File: src/rtl/fb_arb_pkg.sv
// Shared types and defaults for the framebuffer write arbiter.
// Source encoding matches the out_src port: 0 = gfx producer, 1 = fade write-back.
package fb_arb_pkg;

    typedef enum logic {
        SRC_GFX  = 1'b0,
        SRC_FADE = 1'b1
    } fb_src_t;

    localparam int unsigned DEFAULT_IN0_WEIGHT = 4;
    localparam int unsigned DEFAULT_IN1_WEIGHT = 1;

    // Width of a run counter that must hold values up to the larger weight.
    function automatic int unsigned run_width(input int unsigned w0, input int unsigned w1);
        int unsigned w_max;
        w_max = (w0 > w1) ? w0 : w1;
        return (w_max < 1) ? 1 : $clog2(w_max + 1);
    endfunction

endpackage

File: src/rtl/fb_arb_wrr.sv
// Weighted round-robin grant select for two sources.
// The owner/run pair tracks who was granted last and how many consecutive grants it has had.
module fb_arb_wrr
    import fb_arb_pkg::*;
#(
    parameter int unsigned IN0_WEIGHT = DEFAULT_IN0_WEIGHT,
    parameter int unsigned IN1_WEIGHT = DEFAULT_IN1_WEIGHT
) (
    input  logic clk,
    input  logic reset,
    input  logic valid0_i,
    input  logic valid1_i,
    input  logic load_en_i,
    output logic grant_valid_o,
    output logic grant_o
);

    localparam int unsigned RUN_W = run_width(IN0_WEIGHT, IN1_WEIGHT);
    localparam logic [RUN_W-1:0] W0_RUN  = RUN_W'(IN0_WEIGHT);
    localparam logic [RUN_W-1:0] W1_RUN  = RUN_W'(IN1_WEIGHT);
    localparam logic [RUN_W-1:0] RUN_ONE = RUN_W'(1);

    if (IN0_WEIGHT < 1) begin : g_bad_in0_weight
        $error("fb_arb_wrr: IN0_WEIGHT must be >= 1");
    end
    if (IN1_WEIGHT < 1) begin : g_bad_in1_weight
        $error("fb_arb_wrr: IN1_WEIGHT must be >= 1");
    end

    fb_src_t          owner_q, owner_d;
    logic [RUN_W-1:0] run_q, run_d;
    logic [RUN_W-1:0] owner_weight;
    fb_src_t          other;
    fb_src_t          grant;
    logic             grant_valid;

    always_comb begin
        // NOTE: every combinational output gets a default before any branch so no latch is inferred.
        owner_weight = (owner_q == SRC_GFX) ? W0_RUN : W1_RUN;
        other        = (owner_q == SRC_GFX) ? SRC_FADE : SRC_GFX;
        grant_valid  = load_en_i && (valid0_i || valid1_i);
        grant        = SRC_GFX;

        // Contention is the only case where the run length matters.
        if (valid0_i && valid1_i) begin
            grant = (run_q < owner_weight) ? owner_q : other;
        end else if (valid1_i) begin
            grant = SRC_FADE;
        end

        owner_d = owner_q;
        run_d   = run_q;
        if (grant_valid) begin
            if (grant == owner_q) begin
                run_d = (run_q < owner_weight) ? run_q + RUN_ONE : run_q;
            end else begin
                owner_d = grant;
                run_d   = RUN_ONE;
            end
        end
    end

    // Reset marks in1's run as exhausted so in0 wins the first contention.
    // NOTE: state registers use non-blocking assignments so all flops update from pre-edge values.
    always_ff @(posedge clk or posedge reset) begin
        if (reset) begin
            owner_q <= SRC_FADE;
            run_q   <= W1_RUN;
        end else begin
            owner_q <= owner_d;
            run_q   <= run_d;
        end
    end

    assign grant_valid_o = grant_valid;
    assign grant_o       = grant;

endmodule

File: src/rtl/fb_write_arbiter.sv
// Two-to-one framebuffer write arbiter: weighted round-robin between gfx and fade
// write-back, feeding a single registered full-throughput output stage.
module fb_write_arbiter
    import fb_arb_pkg::*;
#(
    parameter int unsigned AXI_ADDR_WIDTH = 20,
    parameter int unsigned PIXEL_BITS     = 16,
    parameter int unsigned IN0_WEIGHT     = DEFAULT_IN0_WEIGHT,
    parameter int unsigned IN1_WEIGHT     = DEFAULT_IN1_WEIGHT
) (
    input  logic                      clk,
    input  logic                      reset,

    input  logic                      in0_axi_tvalid,
    output logic                      in0_axi_tready,
    input  logic [AXI_ADDR_WIDTH-1:0] in0_addr,
    input  logic [PIXEL_BITS-1:0]     in0_color,

    input  logic                      in1_axi_tvalid,
    output logic                      in1_axi_tready,
    input  logic [AXI_ADDR_WIDTH-1:0] in1_addr,
    input  logic [PIXEL_BITS-1:0]     in1_color,

    output logic                      out_axi_tvalid,
    input  logic                      out_axi_tready,
    output logic [AXI_ADDR_WIDTH-1:0] out_addr,
    output logic [PIXEL_BITS-1:0]     out_color,
    output logic                      out_src
);

    logic                      load_en;
    logic                      grant_valid;
    logic                      grant;

    logic                      out_valid_q, out_valid_d;
    logic [AXI_ADDR_WIDTH-1:0] out_addr_q,  out_addr_d;
    logic [PIXEL_BITS-1:0]     out_color_q, out_color_d;
    logic                      out_src_q,   out_src_d;

    // The output stage can take a new beat whenever it is empty or being drained.
    assign load_en = !out_valid_q || out_axi_tready;

    fb_arb_wrr #(
        .IN0_WEIGHT (IN0_WEIGHT),
        .IN1_WEIGHT (IN1_WEIGHT)
    ) u_wrr (
        .clk           (clk),
        .reset         (reset),
        .valid0_i      (in0_axi_tvalid),
        .valid1_i      (in1_axi_tvalid),
        .load_en_i     (load_en),
        .grant_valid_o (grant_valid),
        .grant_o       (grant)
    );

    assign in0_axi_tready = grant_valid && (grant == SRC_GFX);
    assign in1_axi_tready = grant_valid && (grant == SRC_FADE);

    always_comb begin
        out_valid_d = out_valid_q;
        out_addr_d  = out_addr_q;
        out_color_d = out_color_q;
        out_src_d   = out_src_q;

        // Without a grant only valid drops; the payload holds its last value.
        if (load_en) begin
            out_valid_d = grant_valid;
            if (grant_valid) begin
                out_src_d   = grant;
                out_addr_d  = (grant == SRC_FADE) ? in1_addr  : in0_addr;
                out_color_d = (grant == SRC_FADE) ? in1_color : in0_color;
            end
        end
    end

    // NOTE: payload registers are reset too, because the output bus must read zero out of reset.
    always_ff @(posedge clk or posedge reset) begin
        if (reset) begin
            out_valid_q <= 1'b0;
            out_addr_q  <= '0;
            out_color_q <= '0;
            out_src_q   <= 1'b0;
        end else begin
            out_valid_q <= out_valid_d;
            out_addr_q  <= out_addr_d;
            out_color_q <= out_color_d;
            out_src_q   <= out_src_d;
        end
    end

    assign out_axi_tvalid = out_valid_q;
    assign out_addr       = out_addr_q;
    assign out_color      = out_color_q;
    assign out_src        = out_src_q;

endmodule

File: config.mk
export PLATFORM = sky130hd
export DESIGN_NAME = fb_write_arbiter
export DESIGN_NICKNAME = d
export VERILOG_FILES = /design/src/rtl/fb_arb_pkg.sv /design/src/rtl/fb_arb_wrr.sv /design/src/rtl/fb_write_arbiter.sv
export SDC_FILE = /design/constraint.sdc
export NUM_CORES = 1
export LEC_CHECK = 0
export ABC_CLOCK_PERIOD_IN_PS = 2700
export BUFFER_PORTS_ARGS = -buffer_cell sky130_fd_sc_hd__buf_2
export CAP_MARGIN = 40
export CORE_UTILIZATION = 30
export CTS_BUF_LIST = sky130_fd_sc_hd__clkbuf_8
export DETAILED_ROUTE_END_ITERATION = 10
export GPL_ROUTABILITY_DRIVEN = 0
export PLACE_DENSITY = 0.62
export REMOVE_ABC_BUFFERS = 1
export SETUP_SLACK_MARGIN = 0.1
export SYNTH_ARGS = -nofsm -noshare
export SYNTH_HDL_FRONTEND = slang
export SYNTH_HIERARCHICAL = 1
export SYNTH_SLANG_ARGS = --single-unit
export TNS_END_PERCENT = 1
File: constraint.sdc
create_clock -name clk -period 2.7 [get_ports clk]
set_clock_uncertainty 0.1 [all_clocks]
set_input_delay 0.54 -clock clk [delete_from_list [all_inputs] [get_ports clk]]
set_output_delay 0.54 -clock clk [all_outputs]
set_load 0.1 [all_outputs]
### Yosys cells after proc, flatten, opt, wreduce, memory -nomap -nowiden

Index checks and enable logic that the tools add are counted.

* reduce and logical (&&, ||, !) cells: 10
* muxes and demuxes: 9
* $add $sub $neg: 1
* $lt $le $gt $ge: 1
* bitwise logic cells: 2
* equal/unequal tests: 2

Operators with widths (number)
* 2-to-1 mux 20 bit: 1
* 2-to-1 mux 16 bit: 1
* 2-to-1 mux 3 bit: 3
* AND reduction 2 bit: 3
* logical AND 1 bit: 4
* 2-to-1 mux 1 bit: 4
* adder 3 x 1 -> 3 bit (second input constant): 1
* < comparator 3 bit: 1
* logical OR 1 bit: 2
* inequality test 2 bit (second input constant): 1
* NOT 1 bit: 2
* equality test 1 bit: 1
* logical NOT 1 bit: 1

* register bits after elaboration: 42
* output and inout port bits: 40

### Logic depth before layout (Yosys ltp)

* depth in word-level cells: 7
* mapped depth: 9
* mapped depth without buffers: 6

### Hierarchy

The synthesis kept the hierarchy.

By module, submodules not included
* fb_write_arbiter: cells an instance 174, times used 1, area an instance 1903.1 sq um
* fb_arb_wrr: cells an instance 35, times used 1, area an instance 316.6 sq um

### Worst setup path before layout

Ideal clock, no wire load.

* path kind: reg-to-output
* from: register out_valid_q (netlist: out_axi_tvalid)
* to: output in0_axi_tready
* arrival: 3.336 ns
* data required time: 2.060 ns
* cell stages (with the launch flop): 9
* buffers on the path: 4
* setup slack: -1.276 ns
* cell sequence: dfrtp_1 nand2b_1 buf_4 buf_2 o21ai_0 inv_1 buf_2 buf_2 nor2b_1

* longest elaborated chain between the ends: 4

RTL lines
* start, declared: line fb_write_arbiter.sv:35 `logic out_valid_q, out_valid_d;`
* start signal, assigned: line fb_write_arbiter.sv:84 `out_valid_q <= out_valid_d;`
* logical NOT 1 bit: line fb_write_arbiter.sv:41 `assign load_en = !out_valid_q || out_axi_tready;`
* logical OR 1 bit: line fb_write_arbiter.sv:41
* net load_en: line fb_write_arbiter.sv:31 `logic load_en;`
* logical AND 1 bit: line fb_arb_wrr.sv:41 `grant_valid = load_en_i && (valid0_i || valid1_i);`
* net grant_valid: line fb_write_arbiter.sv:32 `logic grant_valid;`
* logical AND 1 bit: line fb_write_arbiter.sv:56 `assign in0_axi_tready = grant_valid && (grant == SRC_GFX);`
* end, declared: line fb_write_arbiter.sv:15 `output logic in0_axi_tready,`

The timed path passes the listed nets, and every way through them passes these cells.

### Worst setup path in the final report

* from: register u_wrr.owner_q
* to: output in1_axi_tready

* longest elaborated chain between the ends: 5
* elaborated cells on any way between the ends: 6
* those cells by class: order compare: 1; mux: 4; reduce/logical: 1

RTL lines
* start, declared: line fb_arb_wrr.sv:30 `fb_src_t owner_q, owner_d;`
* start signal, assigned: line fb_arb_wrr.sv:70 `owner_q <= owner_d;`
* 2-to-1 mux 3 bit: line fb_arb_wrr.sv:39 `owner_weight = (owner_q == SRC_GFX) ? W0_RUN : W1_RUN;`
* < comparator 3 bit: line fb_arb_wrr.sv:46 `grant = (run_q < owner_weight) ? owner_q : other;`
* 2-to-1 mux 1 bit (*): line fb_arb_wrr.sv:46
* 2-to-1 mux 1 bit (*): line fb_arb_wrr.sv:45 `if (valid0_i && valid1_i) begin`
* net grant: line fb_write_arbiter.sv:33 `logic grant;`
* logical AND 1 bit (*): line fb_write_arbiter.sv:57 `assign in1_axi_tready = grant_valid && (grant == SRC_FADE);`
* end, declared: line fb_write_arbiter.sv:20 `output logic in1_axi_tready,`

The timed path passes the listed nets; every way through them passes the cells marked *.

==> results.md <==
* Share of post-route cells with drive strength above 1 at 46.6%
* Critical Path RT at 2.06 ns
* PnR worst setup slack at 0.0766 ns
* Fin. Hold Viols at 0
* FF+latch count, synth at 42
* Most used flip-flop cell after synthesis: dfrtp_1
* TritonCTS buffer count at 5
* Outcome: completed
* Fillcell total at 699
* Fmax achieved at 0.381 GHz
* # Max-Cap Violations at 0
* Net count, final at 402
* RSZ-0062 raised after global routing: yes
* Iteration-0 DRC Markers at 57
* Initial core utilization at 31.8%
* Worst-Skew Late Latency at 0.29 ns
* Worst min-delay path class: input port to async pin
* Mapped Area at 2220 sq um
* Post-synth EDFFs at 0
* Relative slew margins at 51.7%
* Root Buffer: clkbuf_8
* Routed Antenna Nets at 0
* Synthesized area per cell at 10.6 sq um
* Final Hold Slack at 0.0432 ns
* Die H at 88.0 microns
* Chip width at 88.0 microns
* Port Buf Inserts at 116
* GRT Util Overall at 14.6%
* Endpoints failing setup at 0
* Final Critical Period at 2.62 ns
* Cts hold-fix bufs at 0
* H-tree depth at 2
* Setup WS pre-CTS at 0.114 ns
* Measured slew at the worst slew-check pin at 0.724 ns
* Synth cell types at 30
* Fraction of registers with async set or reset after synthesis at 100%
* Sequential share of the synthesized area at 47.5%
* CTS tree: yes
* First-pass GRT wire length at 8750 microns
* Synthesized instance count at 209
* 1st-pass router iterations at 4
* Period utilisation layout at 97.2%
* Final HPWL DP at 3870 microns
* Commonest non-fill, non-tap cell in the layout: buf_2
* # DRC at 0
* # clock sinks at 42
* # rows at 30
* Area growth syn-to-layout at 38.6%
* Via density at 4.75
* Footprint of the multi-input gates at 1060 sq um
* Power per cell area at 1180 nW/um^2
* Register Area at 1050 sq um
* Initial antenna violation count at 0
* Most frequent cells in the layout: buf_2 (114), dfrtp_1 (40), mux2i_1 (37), a21oi_1 (37), a31oi_1 (37)
* Total length of routed wires at 5440 microns
* WS Path Type: flop to output pin
* Pleak at 1.45 nW
* DIE AREA at 7750 sq um
* I/O pins at 117
* Antenna cell count at 0
* CP Capture Type: output pin
* Reg clk slew, reported paths at 0.08 ns
* Ys Warns at 6
* Per-cell routed wire length at 13.0 microns
* Worst Path Max Fanout at 3
* Vias in the first global route at 1800
* Vias at 1997
* Peak supply drop at 605 uV
* Max-slew violations at 0
* Startpoint Class: flop
* Core Region at 6980 sq um
* Crit path DAT at 1.98 ns
* Grt ovf at 0
* Largest net degree at the start of global routing at 77
* Max Root-Sink Buffers at 2
==> Yosys cell counts (all sizes together) (2+ instances only) <==
master	count	share of area [%]
dfrtp	40	45
nand2b	3	0.85
buf	17	5.7
o22ai	2	0.85
or2	2	0.56
a21oi	39	9.0
mux2i	37	17
dfstp	2	2.4
inv	5	0.85
clkbuf	4	0.68
o21ai	3	0.68
nand2	6	1.0
a31oi	37	10
ha	2	1.1
==> routing by layer <==
layer	global-route usage, %	wire length, microns	vias up
li1	-	-	1011
met1	19.1	2430	909
met2	24.1	2650	70
met3	3.39	304	7
met4	4.40	55	0
met5	0	0	-
==> final cells by class <==
cell class,instances,area share [%]
Multi-Input combinational cell,141,34.6
Clock buffer,6,2.69
Sequential cell,42,34.3
Inverter,5,0.610
Timing Repair Buffer,128,23.6
Tap cell,96,3.91
Clock inverter,2,0.407
==> power breakdown <==
part / switching, mW / internal [mW]
Clock: 0.219 / 0.206
Sequential: 0.107 / 0.815
Combinational: 1.71 / 0.571
==> critical path: stages, from the launching register on <==
cell,delay [ns]
dfstp_2,0.56
ha_4,0.21
buf_6,0.13
a21oi_4,0.16
o21ai_4,0.09
a21oi_4,0.19
and2_4,0.18
buf_12,0.17
==> timing repair <==
action | in CTS | in global routing
endpoints found under the setup margin | 2 | 12
resized for setup | 8 | 2
setup buffers | 2 | 1
pin swaps | 4 | 4
==> final timing paths <==
kind	startpoint	end	slack, ns	depth (start not counted)
worst max-delay path	u_wrr/owner_q	in1_axi_tready	0.08	7
worst min-delay path	reset	u_wrr/run_q[2]	0.04	2
worst max register to register	u_wrr/owner_q	out_color[14]	0.18	9
worst min register to register	u_wrr/run_q[0]	u_wrr/run_q[0]	0.40	1
max in group asynchronous	reset	out_addr[7]	1.79	4
min in group clk	in0_axi_tvalid	u_wrr/owner_q	0.39	2
==> logic make-up after synthesis <==
kind of cell / after synthesis / synth area share (%)
AOI/OAI and AO/OA: 83 / 21.6
xor gates and xnor gates: 1 / 0.395
adders and majority gates: 2 / 1.13
buffers and inverters: 26 / 7.27
DFF: 42 / 47.5
muxes: 38 / 17.2
and+or+nand+nor: 17 / 4.90
==> through the flow <==
step	cells	total power, mW	area [sq um]	utilization [%]	TNS [ns]
floorplan	188	2.69	2080	-	-79.65
detailed placement	409	3.09	2910	41.7	0
global route	420	3.81	3080	44.1	0
finish	420	3.63	3080	44.1	0
global placement	408	3.06	2880	41.3	0
CTS	419	3.62	3060	43.8	0
==> registers in the layout, indices dropped and copies added, names as in the netlist <==
name and count:
out_addr 20, out_axi_tvalid 1, out_color 16, out_src 1
u_wrr/owner_q 1, u_wrr/run_q 3
Power figures use the tool's default switching activity.
